$ cat config.mk
export PLATFORM = sky130hd
export DESIGN_NAME = usb_reset_ctrl
export DESIGN_NICKNAME = d
export VERILOG_FILES = /design/src/rtl/usb_reset_ctrl.sv
export SDC_FILE = /design/constraint.sdc
export NUM_CORES = 1
export LEC_CHECK = 0
export ABC_AREA = 0
export CORE_ASPECT_RATIO = 1.5
export CORE_MARGIN = 1
export CORE_UTILIZATION = 25
export DETAILED_ROUTE_END_ITERATION = 6
export GPL_ROUTABILITY_DRIVEN = 1
export SLEW_MARGIN = 40
export SYNTH_ARGS = -nofsm -noshare
export SYNTH_HDL_FRONTEND = slang
export SYNTH_SLANG_ARGS = --single-unit
$ cat constraint.sdc
create_clock -name clk_48mhz -period 4.5 [get_ports clk_48mhz]
set_input_delay 1.125 -clock clk_48mhz [delete_from_list [all_inputs] [get_ports clk_48mhz]]
set_output_delay 1.125 -clock clk_48mhz [all_outputs]
set_load 0.02 [all_outputs]
$ cat src/rtl/usb_reset_ctrl.sv
// Reset and USB line-state controller in front of the bootloader core.
// Holds core_reset until the PLL is stable, then watches D+/D- for a host bus reset or for suspend.
module usb_reset_ctrl #(
    parameter int POR_CYCLES        = 48000,
    parameter int SE0_RESET_CYCLES  = 120,
    parameter int RESET_HOLD_CYCLES = 48,
    parameter int SUSPEND_CYCLES    = 144000
) (
    input  logic clk_48mhz,
    input  logic reset,
    input  logic pll_lock,
    input  logic usb_p_rx,
    input  logic usb_n_rx,
    input  logic usb_tx_en,
    output logic core_reset,
    output logic bus_reset_pulse,
    output logic bus_reset,
    output logic suspend
);
    localparam int POR_W  = $clog2(POR_CYCLES + 1);
    localparam int SE0_W  = $clog2(SE0_RESET_CYCLES + 1);
    localparam int HOLD_W = $clog2(RESET_HOLD_CYCLES + 1);
    localparam int IDLE_W = $clog2(SUSPEND_CYCLES + 1);

    localparam logic [POR_W-1:0]  POR_LAST  = POR_W'(POR_CYCLES - 1);
    localparam logic [POR_W-1:0]  POR_MAX   = POR_W'(POR_CYCLES);
    localparam logic [SE0_W-1:0]  SE0_LAST  = SE0_W'(SE0_RESET_CYCLES - 1);
    localparam logic [SE0_W-1:0]  SE0_MAX   = SE0_W'(SE0_RESET_CYCLES);
    localparam logic [HOLD_W-1:0] HOLD_LAST = HOLD_W'(RESET_HOLD_CYCLES - 1);
    localparam logic [HOLD_W-1:0] HOLD_MAX  = HOLD_W'(RESET_HOLD_CYCLES);
    localparam logic [IDLE_W-1:0] IDLE_LAST = IDLE_W'(SUSPEND_CYCLES - 1);
    localparam logic [IDLE_W-1:0] IDLE_MAX  = IDLE_W'(SUSPEND_CYCLES);

    localparam logic [2:0] ST_POR_WAIT   = 3'd0;
    localparam logic [2:0] ST_RUN        = 3'd1;
    localparam logic [2:0] ST_BUS_RESET  = 3'd2;
    localparam logic [2:0] ST_RESET_HOLD = 3'd3;
    localparam logic [2:0] ST_SUSPEND    = 3'd4;

    logic lock_meta, lock_sync;
    logic p_meta, p_sync;
    logic n_meta, n_sync;

    logic [2:0]        state, state_next;
    logic [POR_W-1:0]  por_cnt, por_next;
    logic [SE0_W-1:0]  se0_cnt, se0_next;
    logic [HOLD_W-1:0] hold_cnt, hold_next;
    logic [IDLE_W-1:0] idle_cnt, idle_next;

    logic line_se0;
    logic line_idle;

    // Synchronizers reset to a locked-out PLL and an idle (J) bus
    always_ff @(posedge clk_48mhz or posedge reset) begin
        if (reset) begin
            lock_meta <= 1'b0;
            lock_sync <= 1'b0;
            p_meta    <= 1'b1;
            p_sync    <= 1'b1;
            n_meta    <= 1'b0;
            n_sync    <= 1'b0;
        end else begin
            lock_meta <= pll_lock;
            lock_sync <= lock_meta;
            p_meta    <= usb_p_rx;
            p_sync    <= p_meta;
            n_meta    <= usb_n_rx;
            n_sync    <= n_meta;
        end
    end

    // Our own transmissions look like J and never count towards reset or suspend
    assign line_se0  = !p_sync && !n_sync && !usb_tx_en;
    assign line_idle = p_sync && !n_sync && !usb_tx_en;

    always_comb begin
        state_next = state;
        por_next   = '0;
        se0_next   = '0;
        hold_next  = '0;
        idle_next  = '0;
        if (!lock_sync) begin
            state_next = ST_POR_WAIT;
        end else begin
            case (state)
                ST_POR_WAIT: begin
                    if (por_cnt == POR_LAST)
                        state_next = ST_RUN;
                    else
                        por_next = (por_cnt == POR_MAX) ? por_cnt : por_cnt + POR_W'(1);
                end
                ST_RUN: begin
                    if (line_se0 && se0_cnt == SE0_LAST) begin
                        state_next = ST_BUS_RESET;
                    end else if (line_idle && idle_cnt == IDLE_LAST) begin
                        state_next = ST_SUSPEND;
                    end else begin
                        if (line_se0)
                            se0_next = (se0_cnt == SE0_MAX) ? se0_cnt : se0_cnt + SE0_W'(1);
                        if (line_idle)
                            idle_next = (idle_cnt == IDLE_MAX) ? idle_cnt : idle_cnt + IDLE_W'(1);
                    end
                end
                ST_BUS_RESET: begin
                    if (!line_se0)
                        state_next = ST_RESET_HOLD;
                end
                ST_RESET_HOLD: begin
                    if (line_se0)
                        state_next = ST_BUS_RESET;
                    else if (hold_cnt == HOLD_LAST)
                        state_next = ST_RUN;
                    else
                        hold_next = (hold_cnt == HOLD_MAX) ? hold_cnt : hold_cnt + HOLD_W'(1);
                end
                ST_SUSPEND: begin
                    // An SE0 that wakes us counts as the first cycle of a possible bus reset
                    if (!line_idle) begin
                        state_next = ST_RUN;
                        se0_next   = line_se0 ? SE0_W'(1) : '0;
                    end
                end
                default: state_next = ST_POR_WAIT;
            endcase
        end
    end

    // core_reset lingers one extra cycle when leaving POR_WAIT
    always_ff @(posedge clk_48mhz or posedge reset) begin
        if (reset) begin
            state           <= ST_POR_WAIT;
            por_cnt         <= '0;
            se0_cnt         <= '0;
            hold_cnt        <= '0;
            idle_cnt        <= '0;
            core_reset      <= 1'b1;
            bus_reset_pulse <= 1'b0;
            bus_reset       <= 1'b0;
            suspend         <= 1'b0;
        end else begin
            state           <= state_next;
            por_cnt         <= por_next;
            se0_cnt         <= se0_next;
            hold_cnt        <= hold_next;
            idle_cnt        <= idle_next;
            core_reset      <= (state == ST_POR_WAIT) ||
                               ((state_next != ST_RUN) && (state_next != ST_SUSPEND));
            bus_reset_pulse <= (state == ST_RUN) && (state_next == ST_BUS_RESET);
            bus_reset       <= (state_next == ST_BUS_RESET);
            suspend         <= (state_next == ST_SUSPEND);
        end
    end
endmodule
==> results of run 1 <==
-- Yosys cell counts (2+ instances only) --
library cell | number | area [sq um]
nor2_1 | 62 | 232.7
dfrtp_1 | 57 | 1426
xnor2_1 | 20 | 175.2
nand3_1 | 19 | 95.09
nand2_1 | 18 | 67.56
xor2_1 | 18 | 157.7
inv_1 | 15 | 56.30
nand4_1 | 14 | 87.58
nor3_1 | 11 | 55.05
ha_1 | 8 | 100.1
a21oi_1 | 6 | 30.03
nand2b_1 | 4 | 25.02
o21ai_0 | 4 | 20.02
or2_2 | 4 | 25.02
and2_1 | 3 | 18.77
and3_1 | 3 | 18.77
clkbuf_1 | 3 | 11.26
dfstp_2 | 3 | 78.83
mux2i_1 | 3 | 30.03
nor4b_1 | 3 | 26.28
or3b_2 | 3 | 26.28
a31oi_1 | 2 | 12.51
and4_1 | 2 | 17.52
nor2b_1 | 2 | 12.51
or3_1 | 2 | 12.51
or4_1 | 2 | 15.01
-- cell families after synthesis --
logic type	after synthesis	synth area share, %
compound gates	22	5.246
flops	60	49.30
fa+ha+maj	8	3.279
buf+inv	19	2.582
xor+xnor	38	10.90
mux	3	0.9836
simple gates	164	27.70
-- how the worst max path moves through the flow --
stage / from / slack [ns] / end
floorplan: usb_tx_en / 1.89 / idle_cnt[1]
global placement: usb_tx_en / 1.37 / idle_cnt[1]
detailed placement: usb_tx_en / 1.32 / idle_cnt[1]
CTS: usb_tx_en / 1.68 / idle_cnt[1]
global route: usb_tx_en / 1.58 / bus_reset_pulse
finish: usb_tx_en / 1.66 / idle_cnt[1]
-- metrics by stage --
step / util, % / area, sq um / worst slack (ns)
floorplan: - / 3053 / 1.892
global route: 30.07 / 3595 / 1.577
finish: 30.07 / 3595 / 1.659
global placement: 27.83 / 3327 / 1.366
CTS: 30.07 / 3595 / 1.679
detailed placement: 27.85 / 3329 / 1.319
-- flip-flops by register name, summed over array words and instances (netlist names) --
signal / flops
suspend: 1
n_sync: 1
core_reset: 1
hold_cnt: 6
lock_sync: 1
p_meta: 1
se0_cnt: 7
n_meta: 1
lock_meta: 1
por_cnt: 16
bus_reset: 1
p_sync: 1
idle_cnt: 18
bus_reset_pulse: 1
state: 3
-- layout by cell type (no fill, tap or decap), types with 4 or more instances in the layout --
cell / Yosys / final
or2_2: 4 / 4
clkbuf_16: 0 / 9
nand2_1: 18 / 18
dfrtp_1: 57 / 57
xnor2_1: 20 / 20
nand3_1: 19 / 19
a21oi_1: 6 / 6
inv_1: 15 / 14
clkdlybuf4s50_1: 0 / 9
o21ai_0: 4 / 4
nand4_1: 14 / 14
nor2_1: 62 / 62
xor2_1: 18 / 18
ha_1: 8 / 8
nand2b_1: 4 / 4
nor3_1: 11 / 11
-- power by group through the flow --
stage | Sequential [mW] | Clock [mW] | Combinational, mW
final | 0.551 | 0.611 | 0.0316
after global routing | 0.551 | 0.656 | 0.0372
after CTS | 0.550 | 0.633 | 0.0327
after detailed placement | 0.559 | 0 | 0.0325
after global placement | 0.559 | 0 | 0.0310
after floorplan | 0.558 | 0 | 0.0206
-- cell type report --
type / instances / area, sq um / area share, %
clock buffer: 13 / 250.2 / 6.961
tap: 153 / 191.4 / 5.325
multi-input combinational: 235 / 1469 / 40.86
clock inverter: 3 / 15.01 / 0.4177
sequential: 60 / 1505 / 41.87
inverter: 15 / 58.81 / 1.636
timing repair buffer: 11 / 105.1 / 2.924
-- metal layers --
metal	GRT usage, %	routed length [um]
met2	18.49	2896
met3	2.925	166
met5	0	0
met1	11.79	2687
met4	6.510	176
-- worst max-delay path, cell delays in order --
cell and delay [ns]:
clkdlybuf4s50_1 0.45, or3b_1 0.39, or4_4 0.55, o21ai_2 0.25, nor2_1 0.07, a31o_2 0.23
==> metrics, run 1 <==
status finished, final reports clean; reg-to-reg endpoint idle_cnt[1]; Post-route DRC 0; Antenna Violating Nets Remaining 0; total gr overflow 0; fin cells 490; Slew Limit Fails 0; RSZ-0062 raised after global routing false; Primary FF master, synth dfrtp_1; Final period util 63.14%; fin nets 346; CTS tree built; Flop pwr share 46.1%; Critical Path Start Type input pin; endpoints failing setup 0; Cells after DPL 474; setup bufs post-CTS 0; post-synth cell types 49; first-pass GRT wire length 10500 um; Net Sw Frac 21.16%; DPL Wire Length 4118 um; drt wl/cell 12.10 um; ANT cells 0; 1st-iter DRT viols 114; Worst EP arrival 3.06 ns; Vias 2197; VDD IR max 301.4 uV; Reg2Reg Depth 5; Die W 92.23 um; Placeable Area 11960 sq um; Mapped Avg Cell Area 9.723 sq um; NetSw 252.5 uW; CTS Buf Count 9; element type at the critical path end register; number of synthesized register bits 60; GRT Total Usage 10.75%; P_int 940.9 uW; required time of the worst setup path 4.71 ns; Via density 4.484; crit path kind input pin to register; initial antenna violation count 0; Final GP Congestion 0.8120; PD cells 332.0 nW/um^2; area grow syn2layout 17.75%; clk_skew 0.01138 ns; WHS Endpoint lock_sync; number of core rows 49; post-CTS sizing 0; crit-path max FO 5; Worst slew margin 60.41%; Setup TNS 0 ns; H-tree Lvls 3; clk buf depth 2; fin crit period 2.841 ns; R2R Path Start p_sync; Design Power 1.193 mW; Post-synth EDFFs 0; Syn Nets 328; Worst Max-Slew Pin Slew 0.5939 ns; FILL cells 1236; final hold slack 0.3446 ns; Hold Crit Start lock_meta; Routed WL 5927 um; Max Freq 352.0 MHz; sequential-to-total area share from yosys stat 49.30%; Port Buffers 9; Post-CTS Hold Fix Bufs 0; Synth warnings 0; clock-pin transition on the worst setup and hold timing paths 0.05 ns; r2r setup slk 2.36 ns; Hold Crit Class register to register; Hold Path Stages 0; clock root cell clkbuf_16; DRT Pass-1 Iters 6; Starting Density 25.54%; die height 137.3 um; vias in the first global route 2319; Comb power frac 2.6%; Post-Synthesis Cells 314; clock power share 51.2%; CTS Sinks 60; max_cap viols 0; largest net degree at the start of global routing 48; fraction of registers with async set/reset 100.0%; Mapped Area 3053 sq um; die area 12670 sq um; layout cell share with drive strength beyond 1 10.98%; final hold vios 0; Worst-Skew Late Latency 0.33 ns; Top-Level Pins 10; Lkg Pwr 1.429 nW
Note: power is estimated with default switching activity, not from simulation.
==> run 2: changes to the inputs <==
==> constraint.sdc (replaced) <==
create_clock -name clk_48mhz -period 2.4 [get_ports clk_48mhz]
set_input_delay 0.6 -clock clk_48mhz [delete_from_list [all_inputs] [get_ports clk_48mhz]]
set_output_delay 0.6 -clock clk_48mhz [all_outputs]
set_load 0.02 [all_outputs]
==> metrics, run 2 (same netlist as run 1, synthesis figures left out) <==
status finished, final reports clean; DPL Wire Length 4194 um (+1.8%); element type at the critical path end register; final hold slack 0.3447 ns (+0.00008700 ns); Worst Max-Slew Pin Slew 0.5352 ns (-0.05876 ns); Worst-Skew Late Latency 0.33 ns (about the same); Final GP Congestion 0.8233 (+1.4%); layout cell share with drive strength beyond 1 12.87% (+1.9 points); post-CTS sizing 0 (unchanged); Hold Crit Class register to register; CTS Buf Count 9 (unchanged); first-pass GRT wire length 10330 um (-1.6%); Top-Level Pins 10 (unchanged); FILL cells 1251 (+1.2%); GRT Total Usage 10.48% (-0.27 points); RSZ-0062 raised after global routing false; Lkg Pwr 1.471 nW (+3.0%); clock-pin transition on the worst setup and hold timing paths 0.05 ns (about the same); clk_skew 0.004913 ns (-0.006464 ns); vias in the first global route 2289 (-1.3%); largest registers idle_cnt x18, por_cnt x16, se0_cnt x7; Max Freq 433.8 MHz; CTS Sinks 60 (unchanged); Slew Limit Fails 0 (unchanged); Starting Density 25.54% (unchanged); crit-path max FO 5 (unchanged); ANT cells 0 (unchanged); Port Buffers 9 (unchanged); endpoints failing setup 0 (unchanged); largest net degree at the start of global routing 61 (+27%); Antenna Violating Nets Remaining 0 (unchanged); clk buf depth 2 (unchanged); Final period util 96.05%; area grow syn2layout 20.57%; Final Cell Area 3681 sq um (+2.4%); Vias 2252 (+2.5%); H-tree Lvls 3 (unchanged); setup bufs post-CTS 0 (unchanged); total gr overflow 0 (unchanged); Post-CTS Hold Fix Bufs 0 (unchanged); clock root cell clkbuf_16; 1st-iter DRT viols 70 (-39%); fin nets 351 (+1.4%); VDD IR max 392.6 uV (+30%); most frequent cells in the layout nor2_1 (62), dfrtp_1 (57), xnor2_1 (20); crit path kind input pin to register; Worst slew margin 64.05% (+3.6 points); initial antenna violation count 0 (unchanged); CTS tree built; commonest non-fill, non-tap cell in the layout nor2_1; die area 12670 sq um (unchanged); required time of the worst setup path 2.62 ns (-2.09 ns); DRT Pass-1 Iters 4 (-2); Worst EP arrival 2.52 ns (-0.54 ns); Routed WL 5925 um (about the same); final hold vios 0 (unchanged); number of core rows 49 (unchanged); max_cap viols 0 (unchanged); die height 137.3 um (unchanged); Die W 92.23 um (unchanged); number of flip-flops in the largest register 18 (unchanged); Critical Path Start Type input pin; PD cells 651.4 nW/um^2 (+96%); Post-Place Cell Area 3377 sq um (+1.4%); Via density 4.549 (+1.5%); Largest Register idle_cnt; fin crit period 2.305 ns; drt wl/cell 11.97 um (-1.0%); Placeable Area 11960 sq um (unchanged); Post-route DRC 0 (unchanged)
## run 2: changes by cell type in the layout (fill, tap and decap cells not counted), sizes merged
cell      delta
buf          +5
bufinv       +1
clkbuf       -1
clkinv       -1
clkinvlp     +1
## run 2: worst paths after layout
path,from,end,slack [ns],cells after the start
setup reg to reg,p_sync,idle_cnt[1],0.22,5
hold reg to reg,lock_meta,lock_sync,0.34,0
max in group asynchronous,reset,core_reset,1.45,3
hold / removal,lock_meta,lock_sync,0.34,0
min in group asynchronous,reset,idle_cnt[9],0.64,3
setup / recovery,usb_tx_en,idle_cnt[1],0.09,6
## run 2: cell type report
cell class | count | area, sq um | area share, %
timing repair buffer | 16 | 155.1 | 4.215
clock buffer | 12 | 256.5 | 6.968
sequential | 60 | 1505 | 40.89
tap | 153 | 191.4 | 5.201
clock inverter | 4 | 47.55 | 1.292
multi-input combinational | 235 | 1469 | 39.90
inverter | 15 | 56.30 | 1.530
## run 2: metal layers
layer | GRT usage, % | wire [um] | share of wire [%]
met3 | 2.704 | 156 | 2.6
met5 | 0 | 0 | 0
met1 | 11.58 | 2512 | 42
met2 | 17.99 | 3136 | 53
met4 | 6.424 | 120 | 2.0
## run 2: power breakdown
group / internal, mW / total (mW) / switching [mW]
clock: 0.855 / 1.30 / 0.448
combinational: 0.0239 / 0.0619 / 0.0380
sequential: 1.02 / 1.03 / 0.00903
total: 1.90 / 2.40 / 0.495
## run 2: through the flow
stage / TNS, ns / instances / power (mW) / setup WS (ns) / utilization, %
detailed placement: -4.915 / 479 / 1.114 / -0.2349 / 28.25
global route: 0 / 495 / 2.475 / 0.03459 / 30.79
CTS: 0 / 495 / 2.429 / 0.1168 / 30.79
floorplan: 0 / 314 / 1.084 / 0.3166 / -
finish: 0 / 495 / 2.398 / 0.09490 / 30.79
global placement: -3.748 / 479 / 1.112 / -0.1797 / 28.25
## run 2: critical path: stages
cell             delay (ns)
clkdlybuf4s50_1        0.43
or3b_1                 0.38
or4_4                  0.55
o21ai_2                0.26
nor2_1                 0.07
a31o_2                 0.23
